==> config.mk <==
export PLATFORM = sky130hd
export DESIGN_NAME = ram_arbiter
export DESIGN_NICKNAME = d
export VERILOG_FILES = /design/src/rtl/ram_arbiter.sv
export SDC_FILE = /design/constraint.sdc
export NUM_CORES = 1
export LEC_CHECK = 0
export BUFFER_PORTS_ARGS = -buffer_cell sky130_fd_sc_hd__buf_2
export CAP_MARGIN = 20
export CELL_PAD_IN_SITES_DETAIL_PLACEMENT = 0
export CELL_PAD_IN_SITES_GLOBAL_PLACEMENT = 1
export CORE_MARGIN = 2
export CORE_UTILIZATION = 28
export CTS_CLUSTER_SIZE = 8
export DETAILED_ROUTE_END_ITERATION = 8
export GPL_ROUTABILITY_DRIVEN = 0
export PLACE_DENSITY = 0.78
export SLEW_MARGIN = 20
export SYNTH_ARGS = -nofsm -noshare
export SYNTH_HDL_FRONTEND = slang
export SYNTH_SLANG_ARGS = --single-unit
==> constraint.sdc <==
create_clock -name clk -period 1.3 [get_ports clk]
set_input_delay 0.065 -clock clk [delete_from_list [all_inputs] [get_ports clk]]
set_output_delay 0.065 -clock clk [all_outputs]
set_load 0.03 [all_outputs]
==> src/rtl/ram_arbiter.sv <==
// -----------------------------------------------------------------------------
// ram_arbiter
//
// Shares one single-port data RAM (asynchronous read, synchronous write,
// word-addressed by a[AW-1:2]) between two requesters:
//   port 0 : CPU data side
//   port 1 : debug / loader side
//
// In IDLE, a winning request is picked and its fields are latched. The RAM is
// then driven for exactly one ACCESS cycle, and the requester gets a one-cycle
// ack in RESP. The sequence is IDLE -> ACCESS -> RESP -> IDLE, so there is one
// access every three cycles.
//
// Misaligned addresses and word indices >= DEPTH are flagged through mX_err.
// A flagged access never writes the RAM and returns zero read data.
//
// Build option:
//   RAM_ARB_FIXED_PRIO_EN  defined   : port 0 always wins a tie (port 1 may starve)
//                          undefined : round-robin on ties (default)
//
// Ports:
//   clk, rst_n                 clock, asynchronous active-low reset
//   m0_req/we/addr/wdata       port 0 request (level, held until m0_ack)
//   m0_ack/rdata/err           port 0 response (valid while m0_ack=1)
//   m1_*                       same as m0_*, for port 1
//   ram_a, ram_we, ram_wd      RAM address / write enable / write data
//   ram_rd                     RAM read data (combinational from ram_a)
//   busy                       high in ACCESS and RESP
// -----------------------------------------------------------------------------
module ram_arbiter #(
    parameter int AW    = 32,
    parameter int DW    = 32,
    parameter int DEPTH = 64
) (
    input  logic          clk,
    input  logic          rst_n,

    input  logic          m0_req,
    input  logic          m0_we,
    input  logic [AW-1:0] m0_addr,
    input  logic [DW-1:0] m0_wdata,
    output logic          m0_ack,
    output logic [DW-1:0] m0_rdata,
    output logic          m0_err,

    input  logic          m1_req,
    input  logic          m1_we,
    input  logic [AW-1:0] m1_addr,
    input  logic [DW-1:0] m1_wdata,
    output logic          m1_ack,
    output logic [DW-1:0] m1_rdata,
    output logic          m1_err,

    output logic [AW-1:0] ram_a,
    output logic          ram_we,
    output logic [DW-1:0] ram_wd,
    input  logic [DW-1:0] ram_rd,

    output logic          busy
);

    // Word index width and the first out-of-range index at that width.
    localparam int             IW        = AW - 2;
    localparam logic [IW-1:0]  DEPTH_IDX = IW'(DEPTH);

    typedef enum logic [1:0] {
        IDLE   = 2'd0,
        ACCESS = 2'd1,
        RESP   = 2'd2
    } state_t;

    state_t        state_reg, state_next;
    logic          sel_reg,   sel_next;
    logic          we_reg,    we_next;
    logic [AW-1:0] addr_reg,  addr_next;
    logic [DW-1:0] wdata_reg, wdata_next;
    logic          err_reg,   err_next;
    logic [DW-1:0] rdata_reg, rdata_next;
`ifndef RAM_ARB_FIXED_PRIO_EN
    logic          last_grant_reg, last_grant_next;
`endif

    // Per-port views of the request and response signals.
    logic [1:0]    req_vec;
    logic          we_vec    [2];
    logic [AW-1:0] addr_vec  [2];
    logic [DW-1:0] wdata_vec [2];
    logic          ack_vec   [2];
    logic          err_vec   [2];
    logic [DW-1:0] rdata_vec [2];
    logic          grant;

    assign req_vec      = {m1_req, m0_req};
    assign we_vec[0]    = m0_we;
    assign we_vec[1]    = m1_we;
    assign addr_vec[0]  = m0_addr;
    assign addr_vec[1]  = m1_addr;
    assign wdata_vec[0] = m0_wdata;
    assign wdata_vec[1] = m1_wdata;

    genvar gi;
    generate
        for (gi = 0; gi < 2; gi++) begin : g_port
            // Only the selected port sees the response; the other stays at 0.
            assign ack_vec[gi]   = (state_reg == RESP) && (sel_reg == 1'(gi));
            assign err_vec[gi]   = ack_vec[gi] && err_reg;
            assign rdata_vec[gi] = ack_vec[gi] ? rdata_reg : '0;
        end
    endgenerate

    assign m0_ack   = ack_vec[0];
    assign m0_err   = err_vec[0];
    assign m0_rdata = rdata_vec[0];
    assign m1_ack   = ack_vec[1];
    assign m1_err   = err_vec[1];
    assign m1_rdata = rdata_vec[1];

    // The latched address and data are only updated on a grant, so they
    // naturally hold their last values outside ACCESS.
    assign ram_a  = addr_reg;
    assign ram_wd = wdata_reg;
    // Decoded from the state, so an asynchronous reset drops it at once.
    assign ram_we = (state_reg == ACCESS) && we_reg && !err_reg;
    assign busy   = (state_reg != IDLE);

    // State register.
    always_ff @(posedge clk or negedge rst_n) begin
        if (!rst_n) begin
            state_reg      <= IDLE;
            sel_reg        <= 1'b0;
            we_reg         <= 1'b0;
            addr_reg       <= '0;
            wdata_reg      <= '0;
            err_reg        <= 1'b0;
            rdata_reg      <= '0;
`ifndef RAM_ARB_FIXED_PRIO_EN
            // Port 1 counts as last served, so port 0 wins the first tie.
            last_grant_reg <= 1'b1;
`endif
        end else begin
            state_reg      <= state_next;
            sel_reg        <= sel_next;
            we_reg         <= we_next;
            addr_reg       <= addr_next;
            wdata_reg      <= wdata_next;
            err_reg        <= err_next;
            rdata_reg      <= rdata_next;
`ifndef RAM_ARB_FIXED_PRIO_EN
            last_grant_reg <= last_grant_next;
`endif
        end
    end

    // Arbitration, next-state and latch updates.
    always_comb begin
        // A single requester wins outright. req_vec[1] is that port's index
        // whenever exactly one request is high.
        grant = req_vec[1];
        if (req_vec == 2'b11) begin
`ifdef RAM_ARB_FIXED_PRIO_EN
            grant = 1'b0;
`else
            grant = ~last_grant_reg;
`endif
        end

        state_next      = state_reg;
        sel_next        = sel_reg;
        we_next         = we_reg;
        addr_next       = addr_reg;
        wdata_next      = wdata_reg;
        err_next        = err_reg;
        rdata_next      = rdata_reg;
`ifndef RAM_ARB_FIXED_PRIO_EN
        last_grant_next = last_grant_reg;
`endif

        case (state_reg)
            IDLE: begin
                if (|req_vec) begin
                    sel_next        = grant;
                    we_next         = we_vec[grant];
                    addr_next       = addr_vec[grant];
                    wdata_next      = wdata_vec[grant];
                    err_next        = (addr_vec[grant][1:0] != 2'b00) ||
                                      (addr_vec[grant][AW-1:2] >= DEPTH_IDX);
`ifndef RAM_ARB_FIXED_PRIO_EN
                    last_grant_next = grant;
`endif
                    state_next      = ACCESS;
                end
            end
            ACCESS: begin
                // Writes and flagged accesses return zero read data.
                rdata_next = (we_reg || err_reg) ? '0 : ram_rd;
                state_next = RESP;
            end
            RESP: begin
                state_next = IDLE;
            end
            default: begin
                state_next = IDLE;
            end
        endcase
    end

endmodule
=== Yosys cells after proc, flatten, opt, wreduce, memory -nomap -nowiden ===
Index checks and enable logic that the tools add are counted.

* Logic and storage cells: 46
* Input port bits: 166
* Flip-flop bits (word level): 102

* Bitwise logic cells: 3
* Reduce and logical (&&, ||, !) cells: 14
* Magnitude comparators: 2
* Mux-type cells: 15
* Eq/ne operators: 4

{| class="wikitable"
|+ Operators by type and width
! kind !! number
|-
| 32-bit two-way mux || 9
|-
| 30-bit by 7-bit greater-or-equal comparator with 1-bit output (second input constant) || 1
|-
| 1-bit logical AND || 6
|-
| 2-bit equality test (second input constant) || 2
|-
| 1-bit two-way mux || 4
|-
| 2-bit one-hot mux with 2 select lines || 1
|-
| 2-bit nonzero test || 2
|-
| 2-bit by 1-bit equality test with 1-bit output (second input constant) || 1
|-
| 2-bit greater-or-equal comparator (second input constant) || 1
|-
| 2-bit zero test || 1
|-
| 1-bit logical OR || 2
|-
| 2-bit two-way mux || 1
|-
| 2-bit inequality test (second input constant) || 1
|-
| 1-bit inverter || 2
|-
| 1-bit inverter with 2-bit output || 1
|-
| 2-bit AND reduction || 1
|-
| 2-bit OR reduction || 1
|-
| 1-bit zero test || 1
|}

=== Logic depth before layout (Yosys ltp) ===
* Depth after elaboration: 8
* Mapped depth: 7
* Mapped depth without buffers: 5

=== Worst setup path after synthesis ===
Ideal clock, no wire load.

* Path kind: reg2out
* Start: register state_reg[1]
* End: output port ram_we
* Slack: -0.408 ns
* Cell stages (with the launch flop): 5
* Buffers on the path: 2
* Required time: 1.235 ns
* Arrival time: 1.643 ns
* Cells stage by stage: dfrtp_1 -> nand2b_1 -> clkbuf_1 -> clkbuf_1 -> nor3b_1

* Longest elaborated chain between the ends: 3

{| class="wikitable"
|+ RTL lines
! element !! line !! text
|-
| start: declaration || 72 || <nowiki>state_t state_reg, state_next;</nowiki>
|-
| start signal: assignment || 141 || <nowiki>state_reg <= state_next;</nowiki>
|-
| 2-bit by 1-bit equality test with 1-bit output || 123 || <nowiki>assign ram_we = (state_reg == ACCESS) && we_reg && !err_reg;</nowiki>
|-
| 1-bit logical AND (2 in a row) || 123 ||
|-
| end: declaration || 55 || <nowiki>output logic ram_we,</nowiki>
|}

No other way between the ends.

=== Worst setup path in the final report ===
* Start: register state_reg[0]
* End: output port m1_rdata[25]

* Longest elaborated chain between the ends: 3

{| class="wikitable"
|+ RTL lines
! element !! line !! text
|-
| 2-bit equality test || 105 || <nowiki>assign ack_vec[gi] = (state_reg == RESP) && (sel_reg == 1'(gi));</nowiki>
|-
| 1-bit logical AND || 105 ||
|-
| 32-bit two-way mux || 107 || <nowiki>assign rdata_vec[gi] = ack_vec[gi] ? rdata_reg : '0;</nowiki>
|-
| end: declaration || 51 || <nowiki>output logic [DW-1:0] m1_rdata,</nowiki>
|}

No other way between the ends.

==> results.cfg <==
[status]
status = finished with violations
violations = setup timing

[timing]
fin_skew_ns = 0.00612
fin_crit_sh = 1.30
finalWorstSetupSlack_ns = -0.391
rsz0062_at_grt = yes
fin_crit_ns = 1.69
maxSlewHeadroom = 0.657
hold_viol_final = 0
fmax_mhz = 591
final-setup-viol-count = 170
worstMarginPinSlew_ns = 0.511
whs_ns = 0.0231
drv_slew = 0

[clock_network]
htree_levels = 3
numCtsBuffers = 9
clkTransAtPathRegs_ns = 0.07
clock-sinks = 102
worstSkewPairLatency_ns = 0.34
cts_tree = yes
cts_root_buffer = clkbuf_16
clockBufferDepth = 2

[cells_and_area]
fin_cells = 1084
fill_cells = 1474
fin_area_um2 = 9230
fin_nets = 1020
syn_to_final_growth_pct = 87.3
drive_gt1_frac = 0.655
final_util = 0.535
antennaDiodeCount = 0

[synth]
synthXorXnorAreaFrac = 0
synth_compound_area_frac = 0.135
synthAdderAreaFrac = 0
synth-seq-area-share = 0.518
synth_mux_area_frac = 0.132
synth_seq_cells = 102
synth_cell_types = 30
syn_inst = 474
synthSimpleGateAreaFrac = 0.174
yosysWarningCount = 0
synth_area_per_cell_um2 = 10.4
synth_top_family_by_area = simple AND/OR/NAND/NOR gates
syn_area_um2 = 4930
syn_nets = 640

[critical_path]
arrival_ns = 1.63
path_max_fanout = 9
critPathSlowestCell = dfrtp_2
slowest_delay_ns = 0.45
path_cells = nor3b_4, buf_6, buf_6, and2_2, buf_6
crit_type = register to output pin
cp_common_cell = buf_6
worstSetupEndpointType = output pin
crit_required_ns = 1.24
start_kind = register

[die]
die_area_um2 = 18700
start_util = 0.286
ios = 300
fp.dieH_um = 137
core_area_um2 = 17200
rows = 48
die_w_um = 137

[place]
dpl_cell_area_um2 = 6990
place_inst = 992
io_buffer_count = 299
hpwl_um = 12300

[power_and_ir_drop]
p_total_uw = 19700
p_per_area_nw_per_um2 = 2140
leakagePower_uw = 0.00435
ir_drop_v = 0.00113

[global_route]
grt_max_degree = 42
grt_pass1_wl_um = 26800
grt_overflow = 0
grt_usage = 0.187
antenna_found_initial = 0
grt_pass1_vias = 4990

[detailed_routing]
vias = 5204
vias_per_cell = 4.80
drt_first_iter_violations = 182
post-route-drc-count = 0
drt_pass1_iterations = 4
wire_per_inst_um = 17.8
postRouteAntennaNets = 0
routed_wl_um = 19200

[flow_run]
maxCapViolCount = 0

[min_path]
hold_class = input port to register
==> routing by layer <==
layer / up-vias / global-route usage / routed length, um
met4: 0 / 0.0619 / 362
met5: - / 0 / 0
met1: 2533 / 0.225 / 7530
met2: 203 / 0.326 / 9910
met3: 25 / 0.0467 / 1440
li1: 2443 / - / -
==> worst max-delay path: cells and delay by family, from the launching register on <==
kind / cells / cell delay (ns)
simple gates: 2 / 0.43
flops: 1 / 0.45
buf+inv: 3 / 0.40
==> synthesized netlist by cell type <==
master / count / area [um2]
o21ai_0: 1 / 5.00
clkbuf_1: 10 / 37.5
o21a_1: 1 / 7.51
clkbuf_4: 1 / 7.51
a22o_1: 32 / 280
nor2_2: 1 / 6.26
and2_1: 66 / 413
nor3_1: 3 / 15.0
nor4_1: 12 / 75.1
nand4_1: 4 / 25.0
a21oi_1: 68 / 340
mux2i_1: 65 / 651
dfrtp_1: 101 / 2530
nor3_2: 1 / 10.0
nor4b_1: 2 / 17.5
dfstp_2: 1 / 26.3
a21boi_1: 1 / 7.51
o21ai_1: 1 / 5.00
inv_1: 3 / 11.3
nand2_1: 1 / 3.75
a31oi_1: 1 / 6.26
nor3b_2: 2 / 25.0
buf_2: 19 / 95.1
buf_4: 6 / 45.0
nor3b_1: 1 / 7.51
a21o_1: 1 / 7.51
a211oi_1: 1 / 7.51
nor2_1: 66 / 248
or4_1: 1 / 7.51
nand2b_1: 1 / 6.26
==> timing repair <==
action,4_1_cts,5_1_grt
hold buffers,36,0
resized for setup,104,198
hold endpoints to repair,136,0
gates cloned,12,5
endpoints found under the setup margin,168,171
buffers inserted,18,10
pin swaps,5,6
==> final cells by class <==
cell class                      count  area (um2)  area share
Timing Repair Buffer              405        3220       0.349
Multi-Input combinational cell    333        2870       0.311
Sequential cell                   102        2560       0.277
Tap cell                          225         282      0.0305
Clock buffer                       13         240      0.0260
Clock inverter                      3        45.0     0.00488
Inverter                            3        11.3     0.00122
==> cell usage in the layout (no fill, tap or decap), drive strengths merged <==
cell,instances
a211oi,1
a21boi,1
a21o,1
a21oi,68
a22o,32
a31oi,1
and2,66
buf,364
bufinv,1
clkbuf,18
clkinvlp,2
dfrtp,101
dfstp,1
dlygate4sd3,36
inv,3
mux2i,65
nand2,1
nand2b,1
nand4,4
nor2,67
nor3,4
nor3b,3
nor4,12
nor4b,2
o21a,1
o21ai,2
or4,1
==> logic make-up after synthesis <==
| logic type | after synthesis |
|---|---|
| buffers and inverters | 39 |
| and+or+nand+nor | 161 |
| DFF | 102 |
| AOI/OAI and AO/OA | 107 |
| muxes | 65 |
==> worst paths after layout <==
| path | from | to | slack [ns] | depth (start not counted) |
|---|---|---|---|---|
| worst max-delay path | state_reg[0]$_DFFE_PN0P_ | m1_rdata[25] | -0.39 | 5 |
| worst min-delay path | m0_wdata[4] | ram_wd[4]$_DFFE_PN0P_ | 0.02 | 3 |
| worst max register to register | state_reg[0]$_DFFE_PN0P_ | ram_a[6]$_DFFE_PN0P_ | -0.32 | 9 |
| worst min register to register | ram_wd[5]$_DFFE_PN0P_ | ram_wd[5]$_DFFE_PN0P_ | 0.52 | 2 |
| max in group asynchronous | rst_n | last_grant_reg$_DFFE_PN1P_ | 0.55 | 3 |
| min in group asynchronous | rst_n | rdata_reg[10]$_DFFE_PN0N_ | 0.15 | 2 |
==> through the flow <==
step | setup WS (ns) | TNS [ns]
after CTS | -0.374 | -40.79
after global placement | -0.0945 | -4.10
after floorplan | -0.0323 | -1.81
after global routing | -0.445 | -51.92
final | -0.391 | -41.68
after detailed placement | -0.115 | -5.82
==> where the power goes <==
| part | total, uW | internal (uW) | switching, uW |
|---|---|---|---|
| clock network | 2700 | 1500 | 1200 |
| registers | 5210 | 4270 | 945 |
| logic | 11800 | 5380 | 6420 |
| total | 19700 | 11100 | 8570 |
(Power assumes the default switching activity.)
